--- config.mk ---
export PLATFORM = sky130hd
export DESIGN_NAME = dpwm_multiphase
export DESIGN_NICKNAME = d
export VERILOG_FILES = /design/src/rtl/dpwm_pkg.sv /design/src/rtl/dpwm_phase_cell.sv /design/src/rtl/dpwm_multiphase.sv
export SDC_FILE = /design/constraint.sdc
export NUM_CORES = 1
export LEC_CHECK = 0
export BUFFER_PORTS_ARGS = -buffer_cell sky130_fd_sc_hd__clkbuf_2
export CAP_MARGIN = 20
export CORE_MARGIN = 2
export CORE_UTILIZATION = 64
export CTS_CLUSTER_DIAMETER = 50
export DETAILED_ROUTE_END_ITERATION = 7
export PLACE_DENSITY = 0.8
export SLEW_MARGIN = 20
export SYNTH_ARGS = -nofsm -noshare
export SYNTH_HDL_FRONTEND = slang
export SYNTH_HIERARCHICAL = 1
export SYNTH_SLANG_ARGS = --single-unit
export TNS_END_PERCENT = 1
--- constraint.sdc ---
create_clock -name hf_clock -period 4.8 [get_ports hf_clock]
set_input_delay 0.24 -clock hf_clock [delete_from_list [all_inputs] [get_ports hf_clock]]
set_output_delay 0.24 -clock hf_clock [all_outputs]
set_load 0.01 [all_outputs]
--- src/rtl/dpwm_pkg.sv ---
// Shared definitions for the multiphase DPWM.
//   state_e  : controller FSM encoding (idle, offset init, run)
//   wrap_add : modular add used to build the inter-phase offsets
package dpwm_pkg;

   localparam int unsigned DefaultWidth = 12;
   localparam int unsigned DefaultNph   = 4;

   typedef enum logic [1:0] {
      StIdle = 2'd0,
      StInit = 2'd1,
      StRun  = 2'd2
   } state_e;

   // Both operands must already be below mod, so one subtraction is enough.
   // Callers zero-extend into 32 bits, which leaves headroom for WIDTH+1 sums.
   function automatic logic [31:0] wrap_add(input logic [31:0] a, input logic [31:0] b,
                                            input logic [31:0] mod);
      logic [31:0] sum;
      sum = a + b;
      if (sum >= mod) begin
         sum = sum - mod;
      end
      return sum;
   endfunction

endpackage

--- src/rtl/dpwm_phase_cell.sv ---
// One DPWM phase: local period counter plus registered complementary compares.
//   i_clk, i_rst_n      : clock, synchronous active-low reset
//   i_clear             : hold counter at 0 (controller idle)
//   i_load, i_load_val  : preset counter to this phase's offset
//   i_run               : advance counter and enable outputs
//   i_fs, i_duty, i_dt1, i_dt2 : latched terminal count and shadow settings
//   o_at_end            : counter sits at terminal count
//   o_c1, o_c2          : high-side / low-side drives (one cycle after the count)
module dpwm_phase_cell
   import dpwm_pkg::*;
#(
   parameter int unsigned WIDTH = DefaultWidth
) (
   input  logic             i_clk,
   input  logic             i_rst_n,
   input  logic             i_clear,
   input  logic             i_load,
   input  logic [WIDTH-1:0] i_load_val,
   input  logic             i_run,
   input  logic [WIDTH-1:0] i_fs,
   input  logic [WIDTH-1:0] i_duty,
   input  logic [WIDTH-1:0] i_dt1,
   input  logic [WIDTH-1:0] i_dt2,
   output logic             o_at_end,
   output logic             o_c1,
   output logic             o_c2
);

   logic [WIDTH-1:0] r_lc;
   logic             r_c1;
   logic             r_c2;
   logic [WIDTH:0]   w_c2_lo;
   logic             w_c1;
   logic             w_c2;

   // Extra bit keeps duty+dt2 from wrapping, so an oversized sum just blanks c2.
   assign w_c2_lo = {1'b0, i_duty} + {1'b0, i_dt2};
   // c1 ends below duty and c2 starts at or above duty: they can never overlap.
   assign w_c1    = (r_lc >= i_dt1) && (r_lc < i_duty);
   assign w_c2    = ({1'b0, r_lc} >= w_c2_lo) && (r_lc <= i_fs);
   assign o_at_end = (r_lc == i_fs);

   always_ff @(posedge i_clk) begin
      if (!i_rst_n) begin
         r_lc <= '0;
         r_c1 <= 1'b0;
         r_c2 <= 1'b0;
      end else begin
         if (i_clear) begin
            r_lc <= '0;
         end else if (i_load) begin
            r_lc <= i_load_val;
         end else if (i_run) begin
            r_lc <= (r_lc == i_fs) ? '0 : r_lc + 1'b1;
         end
         r_c1 <= i_run && w_c1;
         r_c2 <= i_run && w_c2;
      end
   end

   assign o_c1 = r_c1;
   assign o_c2 = r_c2;

endmodule

--- src/rtl/dpwm_multiphase.sv ---
// N-phase interleaved DPWM with complementary outputs and dead-time.
//   hf_clock, reset    : PWM clock, synchronous active-low reset
//   enable             : run request (0 returns to idle)
//   duty_cycle, deadtime1, deadtime2 : shadowed, reloaded at the phase-0 wrap
//   fs, phase_step     : terminal count and phase spacing, latched on start
//   c1, c2             : per-phase high-side / low-side drives
//   period_start       : pulse in the cycle phase-0 count is 0
//   running            : controller is in the run state
module dpwm_multiphase
   import dpwm_pkg::*;
#(
   parameter int unsigned WIDTH = DefaultWidth,
   parameter int unsigned NPH   = DefaultNph
) (
   input  logic             hf_clock,
   input  logic             reset,
   input  logic             enable,
   input  logic [WIDTH-1:0] duty_cycle,
   input  logic [WIDTH-1:0] fs,
   input  logic [WIDTH-1:0] phase_step,
   input  logic [WIDTH-1:0] deadtime1,
   input  logic [WIDTH-1:0] deadtime2,
   output logic [NPH-1:0]   c1,
   output logic [NPH-1:0]   c2,
   output logic             period_start,
   output logic             running
);

   localparam int unsigned IdxW = (NPH > 1) ? $clog2(NPH) : 1;

   state_e           r_state;
   state_e           w_state_next;
   logic [WIDTH-1:0] r_fs_s;
   logic [WIDTH-1:0] r_ph_s;
   logic [WIDTH-1:0] r_duty_s;
   logic [WIDTH-1:0] r_dt1_s;
   logic [WIDTH-1:0] r_dt2_s;
   logic [WIDTH-1:0] r_acc;
   logic [IdxW-1:0]  r_idx;
   logic             r_period_start;
   logic [WIDTH-1:0] w_sum;
   logic             w_start;
   logic             w_run;
   logic             w_wrap;
   logic [NPH-1:0]   w_load;
   logic [NPH-1:0]   w_at_end;
   logic             w_at_end_unused;

   assign w_start = (r_state == StIdle) && enable;
   assign w_run   = (r_state == StRun) && enable;
   assign w_wrap  = w_run && w_at_end[0];
   assign w_sum   = WIDTH'(wrap_add(32'(r_acc), 32'(r_ph_s), 32'(r_fs_s) + 32'd1));
   // Only phase 0 defines the period boundary; other phases' flags are spare.
   assign w_at_end_unused = ^w_at_end;

   always_comb begin
      w_state_next = r_state;
      case (r_state)
         StIdle: if (enable) w_state_next = (NPH > 1) ? StInit : StRun;
         StInit: if (r_idx == IdxW'(NPH - 1)) w_state_next = StRun;
         StRun:  w_state_next = StRun;
         default: w_state_next = StIdle;
      endcase
      if (!enable) begin
         w_state_next = StIdle;
      end
   end

   always_ff @(posedge hf_clock) begin
      if (!reset) begin
         r_state        <= StIdle;
         r_fs_s         <= '0;
         r_ph_s         <= '0;
         r_duty_s       <= '0;
         r_dt1_s        <= '0;
         r_dt2_s        <= '0;
         r_acc          <= '0;
         r_idx          <= '0;
         r_period_start <= 1'b0;
      end else begin
         r_state        <= w_state_next;
         r_period_start <= w_wrap;
         if (w_start) begin
            r_fs_s   <= fs;
            r_ph_s   <= (phase_step > fs) ? fs : phase_step;
            r_duty_s <= duty_cycle;
            r_dt1_s  <= deadtime1;
            r_dt2_s  <= deadtime2;
            r_acc    <= '0;
            r_idx    <= IdxW'(1);
         end else if (w_wrap) begin
            r_duty_s <= duty_cycle;
            r_dt1_s  <= deadtime1;
            r_dt2_s  <= deadtime2;
         end
         // One offset per init cycle; phase r_idx is preset with it.
         if (r_state == StInit) begin
            r_acc <= w_sum;
            r_idx <= r_idx + 1'b1;
         end
      end
   end

   for (genvar k = 0; k < NPH; k++) begin : g_phase
      assign w_load[k] = (k != 0) && (r_state == StInit) && (r_idx == IdxW'(k));

      dpwm_phase_cell #(
         .WIDTH (WIDTH)
      ) u_cell (
         .i_clk      (hf_clock),
         .i_rst_n    (reset),
         .i_clear    (r_state == StIdle),
         .i_load     (w_load[k]),
         .i_load_val (w_sum),
         .i_run      (w_run),
         .i_fs       (r_fs_s),
         .i_duty     (r_duty_s),
         .i_dt1      (r_dt1_s),
         .i_dt2      (r_dt2_s),
         .o_at_end   (w_at_end[k]),
         .o_c1       (c1[k]),
         .o_c2       (c2[k])
      );
   end

   assign period_start = r_period_start;
   assign running      = (r_state == StRun);

endmodule

Yosys cells after proc, flatten, opt, wreduce, memory -nomap -nowiden
Cells that the tools add are included.

storage, ports and cells
  word-level logic and storage cells = 113
  flip-flop bits (word level) = 133
  input bits = 63

cells by class
  reduce and logical (&&, ||, !) cells = 30
  bitwise gates (word level) = 1
  muxes and demuxes = 24
  order comparisons = 18
  $add $sub $neg = 9
  equal/unequal tests = 10

operator list
  operator                                       number
  2-to-1 mux 12 bit                              20
  >= comparator 12 x 13 -> 1 bit                 4
  adder 12 x 1 -> 12 bit, second input constant  4
  == test 12 bit                                 4
  >= comparator 12 bit                           4
  less-or-equal comparator 12 bit                4
  less-than comparator 12 bit                    4
  adder 12 x 12 -> 13 bit                        2
  logical AND 1 bit                              22
  adder 12 x 1 -> 13 bit, second input constant  1
  >= comparator 13 bit                           1
  greater-than comparator 12 bit                 1
  subtractor 12 bit                              1
  nonzero test 2 bit                             5
  == test 2 bit, second input constant           3
  2-to-1 mux 2 bit                               3
  case mux 2 bit (3 select lines)                1
  == test 2 x 1 -> 1 bit, second input constant  2
  adder 2 x 1 -> 2 bit, second input constant    1
  logical NOT 2 bit                              1
  != test 2 bit, second input constant           1
  AND reduction 2 bit                            1
  OR reduction 2 bit                             1
  NOT 1 bit                                      1

Longest topological paths before layout
Gate-level depths: netlist of the first run.

  word-level depth = 5
  depth in mapped cells = 18

Cells and area by module
Netlist of the first run, hierarchy kept.

by module, submodules not included
  module                                   cells an instance  seq. area each (µm²)  area each (µm²)  times used
  dpwm_phase_cell (g_phase[1].u_cell ...)  306                280.3                 2381.0           3
  dpwm_multiphase                          557                1541.5                4599.4           1
  dpwm_phase_cell (g_phase[0].u_cell)      297                280.3                 2357.3           1

Worst setup path before layout of the first run
No wires, ideal clock.

  kind = register to register
  start = register r_ph_s[0]
  end = register g_phase[1].u_cell.r_lc[11]
  path slack = 0.745 ns
  stages on the path, launching flop included = 18
  clock period less this slack = 4.055 ns
  data arrival time = 3.960 ns
  path buffers = 0
  setup time = 0.095 ns
  path through = dfxtp_1 > ha_1 > fa_1 > a21oi_1 > o211ai_1 > o41ai_1 > xnor2_1 > ha_1 > and4_1 > o21ai_0 > a21oi_1 > nand2b_1 > maj3_1 > a21oi_1 > mux2_2 > nor2_1 > inv_1 > a221oi_1

between the ends
  word-level cells in the longest chain between the ends = 4
  elaborated cells between the ends (all ways) = 5
  those cells by class = 2 x add/sub; 1 x order compare; 2 x mux

ends and longest elaborated chain
  what                                                       line                            source
  start, declared                                            dpwm_multiphase.sv:34           logic [WIDTH-1:0] r_ph_s;
  start signal, assigned                                     dpwm_multiphase.sv:85           r_ph_s <= (phase_step > fs) ? fs : phase_step;
  adder 12 x 12 -> 13 bit *                                  dpwm_pkg.sv:20                  sum = a + b;
  subtractor 12 bit or >= comparator 13 bit (tied branches)  dpwm_pkg.sv:22, dpwm_pkg.sv:21
  2-to-1 mux 12 bit *                                        dpwm_pkg.sv:21                  if (sum >= mod) begin
  named net w_sum[11]                                        dpwm_multiphase.sv:41           logic [WIDTH-1:0] w_sum;
  2-to-1 mux 12 bit *                                        dpwm_phase_cell.sv:51           end else if (i_load) begin
  end signal, assigned                                       dpwm_phase_cell.sv:52           r_lc <= i_load_val;
  end signal, assigned                                       dpwm_phase_cell.sv:54           r_lc <= (r_lc == i_fs) ? '0 : r_lc + 1'b1;
  end, declared                                              dpwm_phase_cell.sv:29           logic [WIDTH-1:0] r_lc;

The timed path passes the listed nets; every way through them passes the cells marked *.
A chain may end at the register's enable or synchronous reset.

Worst setup path in the final report of the first run
  start = register r_ph_s[0]
  end = register g_phase[3].u_cell.r_lc[11]

between the ends
  word-level cells in the longest chain between the ends = 4
  elaborated cells between the ends (all ways) = 5
  those cells by class = 2 x add/sub; 1 x order compare; 2 x mux

ends and longest elaborated chain
  what                                                       line
  adder 12 x 12 -> 13 bit *                                  dpwm_pkg.sv:20
  subtractor 12 bit or >= comparator 13 bit (tied branches)  dpwm_pkg.sv:22, dpwm_pkg.sv:21
  2-to-1 mux 12 bit *                                        dpwm_pkg.sv:21
  named net w_sum[11]                                        dpwm_multiphase.sv:41
  2-to-1 mux 12 bit *                                        dpwm_phase_cell.sv:51
  end signal, assigned                                       dpwm_phase_cell.sv:52
  end signal, assigned                                       dpwm_phase_cell.sv:54
  end, declared                                              dpwm_phase_cell.sv:29

Marked as above.

==> results of run 1 <==
[registers in the layout, summed over array words and instances (netlist names)]
register,count
g_phase.u_cell/o_c1,4
g_phase.u_cell/o_c2,4
g_phase.u_cell/r_lc,48
period_start,1
r_acc,12
r_dt1_s,12
r_dt2_s,12
r_duty_s,12
r_fs_s,12
r_idx,2
r_ph_s,12
r_state,2
[stage by stage]
step / std cells / total power, mW / setup WS [ns] / cell area (um^2)
after floorplan: 1773 / 2.538 / 0.7445 / 14100
after global placement: 2108 / 2.994 / 0.3686 / 14770
after detailed placement: 2108 / 3.044 / 0.3199 / 14770
after CTS: 2140 / 4.388 / 0.2903 / 15360
after global routing: 2140 / 4.650 / 0.08301 / 15370
final: 2140 / 4.437 / 0.3947 / 15370
[tightest hold or removal path, delay by kind of cell]
kind                   cells  cell delay (ns)
buffers and inverters      1             0.08
AND/OR/NAND/NOR            1             0.05
AO/OA/AOI/OAI              1             0.05
[worst max path at each step]
stage | endpoint | cells past startpoint | slack [ns] | startpoint
floorplan | g_phase[1].u_cell/r_lc[11]$_SDFFE_PP0P_ | 17 | 0.74 | r_ph_s[0]$_SDFFE_PN0P_
global route | g_phase[3].u_cell/r_lc[11]$_SDFFE_PP0P_ | 18 | 0.08 | r_ph_s[0]$_SDFFE_PN0P_
CTS | g_phase[3].u_cell/r_lc[11]$_SDFFE_PP0P_ | 18 | 0.29 | r_ph_s[0]$_SDFFE_PN0P_
finish | g_phase[3].u_cell/r_lc[11]$_SDFFE_PP0P_ | 18 | 0.39 | r_ph_s[0]$_SDFFE_PN0P_
global placement | g_phase[2].u_cell/r_lc[11]$_SDFFE_PP0P_ | 18 | 0.37 | r_ph_s[0]$_SDFFE_PN0P_
detailed placement | g_phase[3].u_cell/r_lc[11]$_SDFFE_PP0P_ | 18 | 0.32 | r_ph_s[0]$_SDFFE_PN0P_
[cell type report]
class | count | share of cell area
Timing Repair Buffer | 99 | 0.03664
Inverter | 186 | 0.04543
Multi-Input combinational cell | 1410 | 0.6833
Sequential cell | 133 | 0.1733
Clock inverter | 14 | 0.01067
Clock buffer | 18 | 0.02793
Tap cell | 280 | 0.02280
[power by group]
part	internal, mW	switching, mW
combinational	0.730	1.07
clock	0.781	0.566
sequential	1.17	0.125
[what timing repair did]
| item | 4_1_cts | 5_1_grt |
|---|---|---|
| resized for setup | 0 | 1 |
| endpoints found under the setup margin | 0 | 3 |
| hold buffers | 0 | 0 |
[metal layers]
metal,GRT usage,vias to the layer above
met4,0.1415,0
met5,0,-
li1,-,6525
met1,0.5168,6362
met3,0.08675,164
met2,0.5886,686
[Yosys cell counts, drive strengths merged, types with 6 or more instances]
| library cell | instances |
|---|---|
| a2111oi | 10 |
| a211oi | 22 |
| a21boi | 7 |
| a21o | 44 |
| a21oi | 158 |
| a221oi | 7 |
| a22oi | 25 |
| a31oi | 8 |
| a32o | 10 |
| and2 | 12 |
| and3 | 11 |
| and4 | 9 |
| buf | 14 |
| clkbuf | 30 |
| dfxtp | 133 |
| fa | 6 |
| ha | 283 |
| inv | 185 |
| mux2i | 19 |
| nand2 | 172 |
| nand2b | 33 |
| nand3 | 58 |
| nand4 | 40 |
| nor2 | 101 |
| nor2b | 26 |
| nor3 | 32 |
| nor4 | 13 |
| o211ai | 23 |
| o21a | 14 |
| o21ai | 86 |
| o21bai | 6 |
| o31ai | 9 |
| or2 | 7 |
| or2b | 6 |
| or4 | 7 |
| xnor2 | 58 |
| xor2 | 38 |
[cell families after synthesis]
group,after synthesis,share of synthesized area
fa+ha+maj,290,0.2604
simple gates,537,0.1906
flops,133,0.1888
other cells,1,0.0002660
mux,24,0.01828
compound gates,461,0.2139
xor+xnor,96,0.06017
buf+inv,230,0.06762
==> results.md, run 1 <==
- Outcome: complete, no violations
- Mapped Avg Cell Area: about 8 um^2
- Synth async-reset ratio: 0
- TritonCTS Buffers: 17
- Post-CTS Setup Inserts: 0
- Antenna Nets Post-Route: 0
- Final Wtd Congestion: about 0.96
- Post-route DRC: 0
- Worst Max-Slew Pin Slew: 0.9647 ns
- Clock transition time at the flip-flop clock pins of the worst setup and hold paths: 0.07 ns
- Post-synthesis sequential area ratio: 0.1888
- Initial antenna violation count: 0
- Hold path cells: 3
- Kind of cell adding the most delay to the critical path: adder cells
- Worst Path Buf+Inv: 2
- Yosys reg bits: 133
- Cells after synthesis: approximately 1800
- Largest net degree at the start of global routing: 50
- Slowest CP cell: fa_1
- CP Launch Type: flip-flop
- Cell chain of the critical path: ha_1 > fa_1 > a21oi_1 > o211ai_1 > o41ai_2 > xnor2_1 > ha_1 > and4_1 > o21ai_0 > a21oi_1 > nand2b_1 > maj3_1 > a21oi_1 > mux2_2 > nor2_1 > buf_4 > inv_1 > a221oi_1
- Leading cell type in the layout, fill and taps excluded: ha_1
- Required time worst endpoint: 5.13 ns
- YS warnings: 6
- Final count of hold timing violations: 0
- Gr usage total: 0.3795
- Fin Setup TNS: 0 ns
- Hold WS: ~0.028 ns
- Maximum clock path buffer count: 2
- Synth top area share: 0.2511
- Die ar.: roughly 0.023 mm^2
- Routed len/inst: ~21 um
- Terminus of the critical flop-to-flop path: g_phase[3].u_cell/r_lc[11]$_SDFFE_PP0P_
- Core Area: between 0.02 and 0.025 mm^2
- DRT Pass-1 Iters: 6
- Top-level I/O count: 73
- Slew margin rel.: 0.3568
- Worst Reg-to-Reg Cells: 18
- Maximum clock frequency: 227.0 MHz
- Final Skew: around 0.0084 ns
- Area leader, netlist: ha_1
- Top Metal Used: met4
- Worst path max stage delay: around 0.42 ns
- Most frequent cells in the layout: 283 x ha_1, 185 x inv_1, 169 x nand2_1
- Pleak: between 6 and 7 nW
- Worst R2R Start: r_ph_s[0]$_SDFFE_PN0P_
- 1st-iter DRT viols: around 1300
- Met1 WL: ~18000 um
- Gr ovfl total: 0
- Final wirelength: 44270 um
- Ant diodes: 0
- Critical Path End Type: flip-flop
- Peak supply drop: 0.2286 mV
- Kind of critical path: flip-flop to flip-flop
- Period Utilization, post-route: 0.9178
- FF/Latch Area: ~0.0027 mm^2
- Initial Utilization: 0.6481
- Crit-path most repeated cell: a21oi_1
- Dpl hpwl: around 34000 um
- DR WL met2: about 19000 um
- Metal3 WL: roughly 5000 um
- Main synth FF type: dfxtp_1
- Hold endpoint: r_dt1_s[0]$_SDFFE_PN0P_
- HP Class: input pin to flip-flop
- Setup slack, reg-to-reg: just under 0.4 ns
- Vias in the first global route: ~13000
- Total Nets Final: roughly 2200
- Port-buffer cells: 72
- Hold_sp: deadtime1[0]
- Core Rows: between 50 and 60
- Clock sinks: about 130
- EDFF count, synth: 0
- Max-slew violation count: 0
- Final Util: 0.7063
- CTS tree: built
- Maxcap violations: 0
- Root Buffer: clkbuf_16
- Yosys cell types: slightly above 80
- Die X: between 150 and 200 um
- Routed via count: 13737
- Fin crit period: 4.405 ns
- Via density: ~6.4
- Fill count: around 1800
- Area taken by multi-input logic gates: around 0.011 mm^2
- Pwr per Cell Area: a little under 300 mW/mm^2
- Ratio of cells with drive above 1 in the final layout: 0.09570
- Worst skew pair latency: 0.43 ns
- H-tree depth: 4
- Chip height: roughly 150 um
- Area growth from synthesis to layout: 8.989%
- Largest cells by area after synthesis: ha_1 25%, dfxtp_1 19%, a21oi_1 5.6%
- RSZ-0062 raised after global routing: no
- Final setup violating endpoints: 0
- CP max FO: 5
- Worst path arrival time: 4.73 ns
- First-pass GRT wire length: roughly 70000 um
- Synthesized area: between 0.01 and 0.015 mm^2
Power figures use the tool's default switching activity.
==> run 2: changes to the inputs <==
Settings changed: CORE_UTILIZATION 64 to 65, PLACE_DENSITY 0.8 to 0.81.
Clock period 4.8 ns to 5.4 ns, I/O delays scaled along.
==> run 2 against run 1 <==
Against the previous run:
- the run now ends with design-rule violations left
- flip-flop and latch count is the same
- largest cell class unchanged
- maximum frequency shrank 8.3%
- setup slack gained 0.20 ns
- final cell count shrank 0.61%
- via count grew 0.87%
- non-clock buffer count shrank 8
- clock skew grew 0.0044 ns
- critical path type unchanged
- sequential share of layout area grew 0.069 points
- largest power group unchanged
- sequential power shrank 11%
- count of clock-buffer cells in the layout is the same
- routed wire length is essentially flat
- highest routed layer unchanged
==> results.md, run 2 (same netlist as run 1, synthesis figures left out) <==
- Routed via count: 13857 (was 13737)
- 1st-iter DRT viols: 1586 (was 1293)
- Area growth from synthesis to layout: 8.554% (was 8.989%)
- Fin Setup TNS: 0 ns (unchanged)
- Final Wtd Congestion: 0.9545 (was 0.9587)
- Final setup violating endpoints: 0 (unchanged)
- Top Metal Used: met4 (unchanged)
- Worst path arrival time: 5.14 ns (was 4.73 ns)
- Met1 WL: 18010 um (was 18460 um)
- Post-route setup slack: 0.5986 ns (was 0.3947 ns)
- Max-slew violation count: 0 (unchanged)
- DRT Pass-1 Iters: 8 (was 6)
- Maximum clock path buffer count: 2 (unchanged)
- Pleak: 6.851 nW (was 6.895 nW)
- Leading cell type in the layout, fill and taps excluded: ha_1 (unchanged)
- Worst skew pair latency: 0.44 ns (was 0.43 ns)
- Initial antenna violation count: 0 (unchanged)
- CP max FO: 5 (unchanged)
- Core Rows: 53 (was 54)
- Die X: 151.3 um (was 152.4 um)
- Kind of cell adding the most delay to the critical path: compound AO/OA/AOI/OAI gates (was adder cells)
- First-pass GRT wire length: 68140 um (was 69820 um)
- H-tree depth: 4 (unchanged)
- Antenna Nets Post-Route: 0 (unchanged)
- Worst Max-Slew Pin Slew: 0.9809 ns (was 0.9647 ns)
- Core Area: 0.02115 mm^2 (was 0.02176 mm^2)
- Post-route DRC: 1 (was 0)
- Clock sinks: 133 (unchanged)
- Period Utilization, post-route: 0.8892 (was 0.9178)
- Ratio of cells with drive above 1 in the final layout: 0.09287 (was 0.09570)
- Biggest register: g_phase.u_cell/r_lc (unchanged)
- Dpl hpwl: 32620 um (was 33510 um)
- Ant diodes: 0 (unchanged)
- Critical Path End Type: flip-flop (unchanged)
- Maxcap violations: 0 (unchanged)
- Post-CTS sizing: 0 (unchanged)
- DR WL met2: 18920 um (was 19120 um)
- Most frequent cells in the layout: 283 x ha_1, 185 x inv_1, 169 x nand2_1 (unchanged)
- Peak supply drop: 0.2190 mV (was 0.2286 mV)
- Fin crit period: 4.801 ns (was 4.405 ns)
- Final Skew: 0.01281 ns (was 0.008422 ns)
- Via density: 6.515 (was 6.419)
- Final count of hold timing violations: 0 (unchanged)
- Max reg flops: 48 (unchanged)
- Metal3 WL: 5608 um (was 5011 um)
- Initial Utilization: 0.6665 (was 0.6481)
- Vias in the first global route: 12916 (was 13252)
- Slowest CP cell: o41ai_1 (was fa_1)
- CTS hold repair buffers: 0 (unchanged)
- Fill count: 1660 (was 1759)
- Gr usage total: 0.3915 (was 0.3795)
- Top-level I/O count: 73 (unchanged)
- Total Nets Final: 2191 (was 2199)
- Die ar.: 0.02289 mm^2 (was 0.02323 mm^2)
- Maximum clock frequency: 208.3 MHz (was 227.0 MHz)
- Pwr per Cell Area: 256.1 mW/mm^2 (was 288.7 mW/mm^2)
- Outcome: finished with violations (was complete, no violations)
- Post-CTS Setup Inserts: 0 (unchanged)
- Crit-path most repeated cell: a21oi_1 (unchanged)
- CP Launch Type: flip-flop (unchanged)
- Setup slack, reg-to-reg: 0.60 ns (was 0.39 ns)
- Failing checks: design-rule violations
- HP Class: input pin to flip-flop (unchanged)
- RSZ-0062 raised after global routing: no (unchanged)
- Port-buffer cells: 72 (unchanged)
- Worst path max stage delay: 0.46 ns (was 0.42 ns)
- Clock transition time at the flip-flop clock pins of the worst setup and hold paths: 0.07 ns (about the same)
- Gr ovfl total: 0 (unchanged)
- Chip height: 151.3 um (was 152.4 um)
- Cell chain of the critical path: ha_1 > fa_1 > a21oi_1 > o211ai_1 > o41ai_1 > xnor2_1 > ha_1 > and4_1 > o21ai_0 > a21oi_1 > nand2b_1 > maj3_1 > a21oi_1 > mux2_2 > nor2_1 > inv_1 > a221oi_1 (was ha_1 > fa_1 > a21oi_1 > o211ai_1 > o41ai_2 > xnor2_1 > ha_1 > and4_1 > o21ai_0 > a21oi_1 > nand2b_1 > maj3_1 > a21oi_1 > mux2_2 > nor2_1 > buf_4 > inv_1 > a221oi_1)
- Worst Path Buf+Inv: 1 (was 2)
- Root Buffer: clkbuf_16 (unchanged)
- Routed len/inst: 20.82 um (was 20.69 um)
- CTS tree: built (unchanged)
- Slew margin rel.: 0.3425 (was 0.3568)
- Final wirelength: 44280 um (was 44270 um)
- Required time worst endpoint: 5.74 ns (was 5.13 ns)
- Kind of critical path: flip-flop to flip-flop (unchanged)
- TritonCTS Buffers: 17 (unchanged)
- Largest net degree at the start of global routing: 51 (was 50)
- Post-place setup slack: 0.6942 ns (was 0.3199 ns)
run 2: changes by cell type in the layout (fill, tap and decap cells not counted), sizes merged:
cell,delta
buf,-8
bufinv,-1
clkinvlp,-1
clkinv,+2
run 2: tightest hold or removal path: stages:
cell,delay [ns]
clkbuf_2,0.08
nand2_1,0.04
a21oi_1,0.05
run 2: path summary, 6_finish.rpt:
path	cells after the start	startpoint	to
max	17	r_acc[0]$_SDFFE_PN0P_	g_phase[3].u_cell/r_lc[11]$_SDFFE_PP0P_
min	3	deadtime1[1]	r_dt1_s[1]$_SDFFE_PN0P_
max reg2reg	17	r_acc[0]$_SDFFE_PN0P_	g_phase[3].u_cell/r_lc[11]$_SDFFE_PP0P_
min reg2reg	1	r_acc[5]$_SDFFE_PN0P_	r_acc[5]$_SDFFE_PN0P_
run 2: area by class of cell:
type	instances	area, um^2	share of cell area
Multi-Input combinational cell	1410	10500	0.6859
Sequential cell	133	2663	0.1740
Inverter	186	698.2	0.04561
Timing Repair Buffer	91	503.0	0.03286
Clock buffer	18	439.2	0.02869
Tap cell	275	344.1	0.02248
Clock inverter	14	160.2	0.01046
run 2: where the power goes:
part           internal, mW  switching [mW]
registers              1.04           0.113
clock network         0.669           0.526
logic                 0.620           0.956
total                  2.32            1.60
run 2: metal layers:
layer  global-route usage  vias to the layer above
met1               0.5260                     6451
met2               0.5916                      714
met4               0.1584                        0
li1                     -                     6535
met3               0.1087                      157
met5                    0                        -
run 2: per-stage QoR:
stage	instance area, um^2	power (mW)	std cells	utilization	hold slack (ns)
CTS	15310	3.879	2127	0.7235	0.04899
global placement	14710	2.646	2095	0.6952	0.4513
finish	15310	3.921	2127	0.7235	0.05512
floorplan	14100	2.256	1773	-	0.4060
detailed placement	14710	2.688	2095	0.6952	0.4617
global route	15310	4.125	2127	0.7235	0.06195
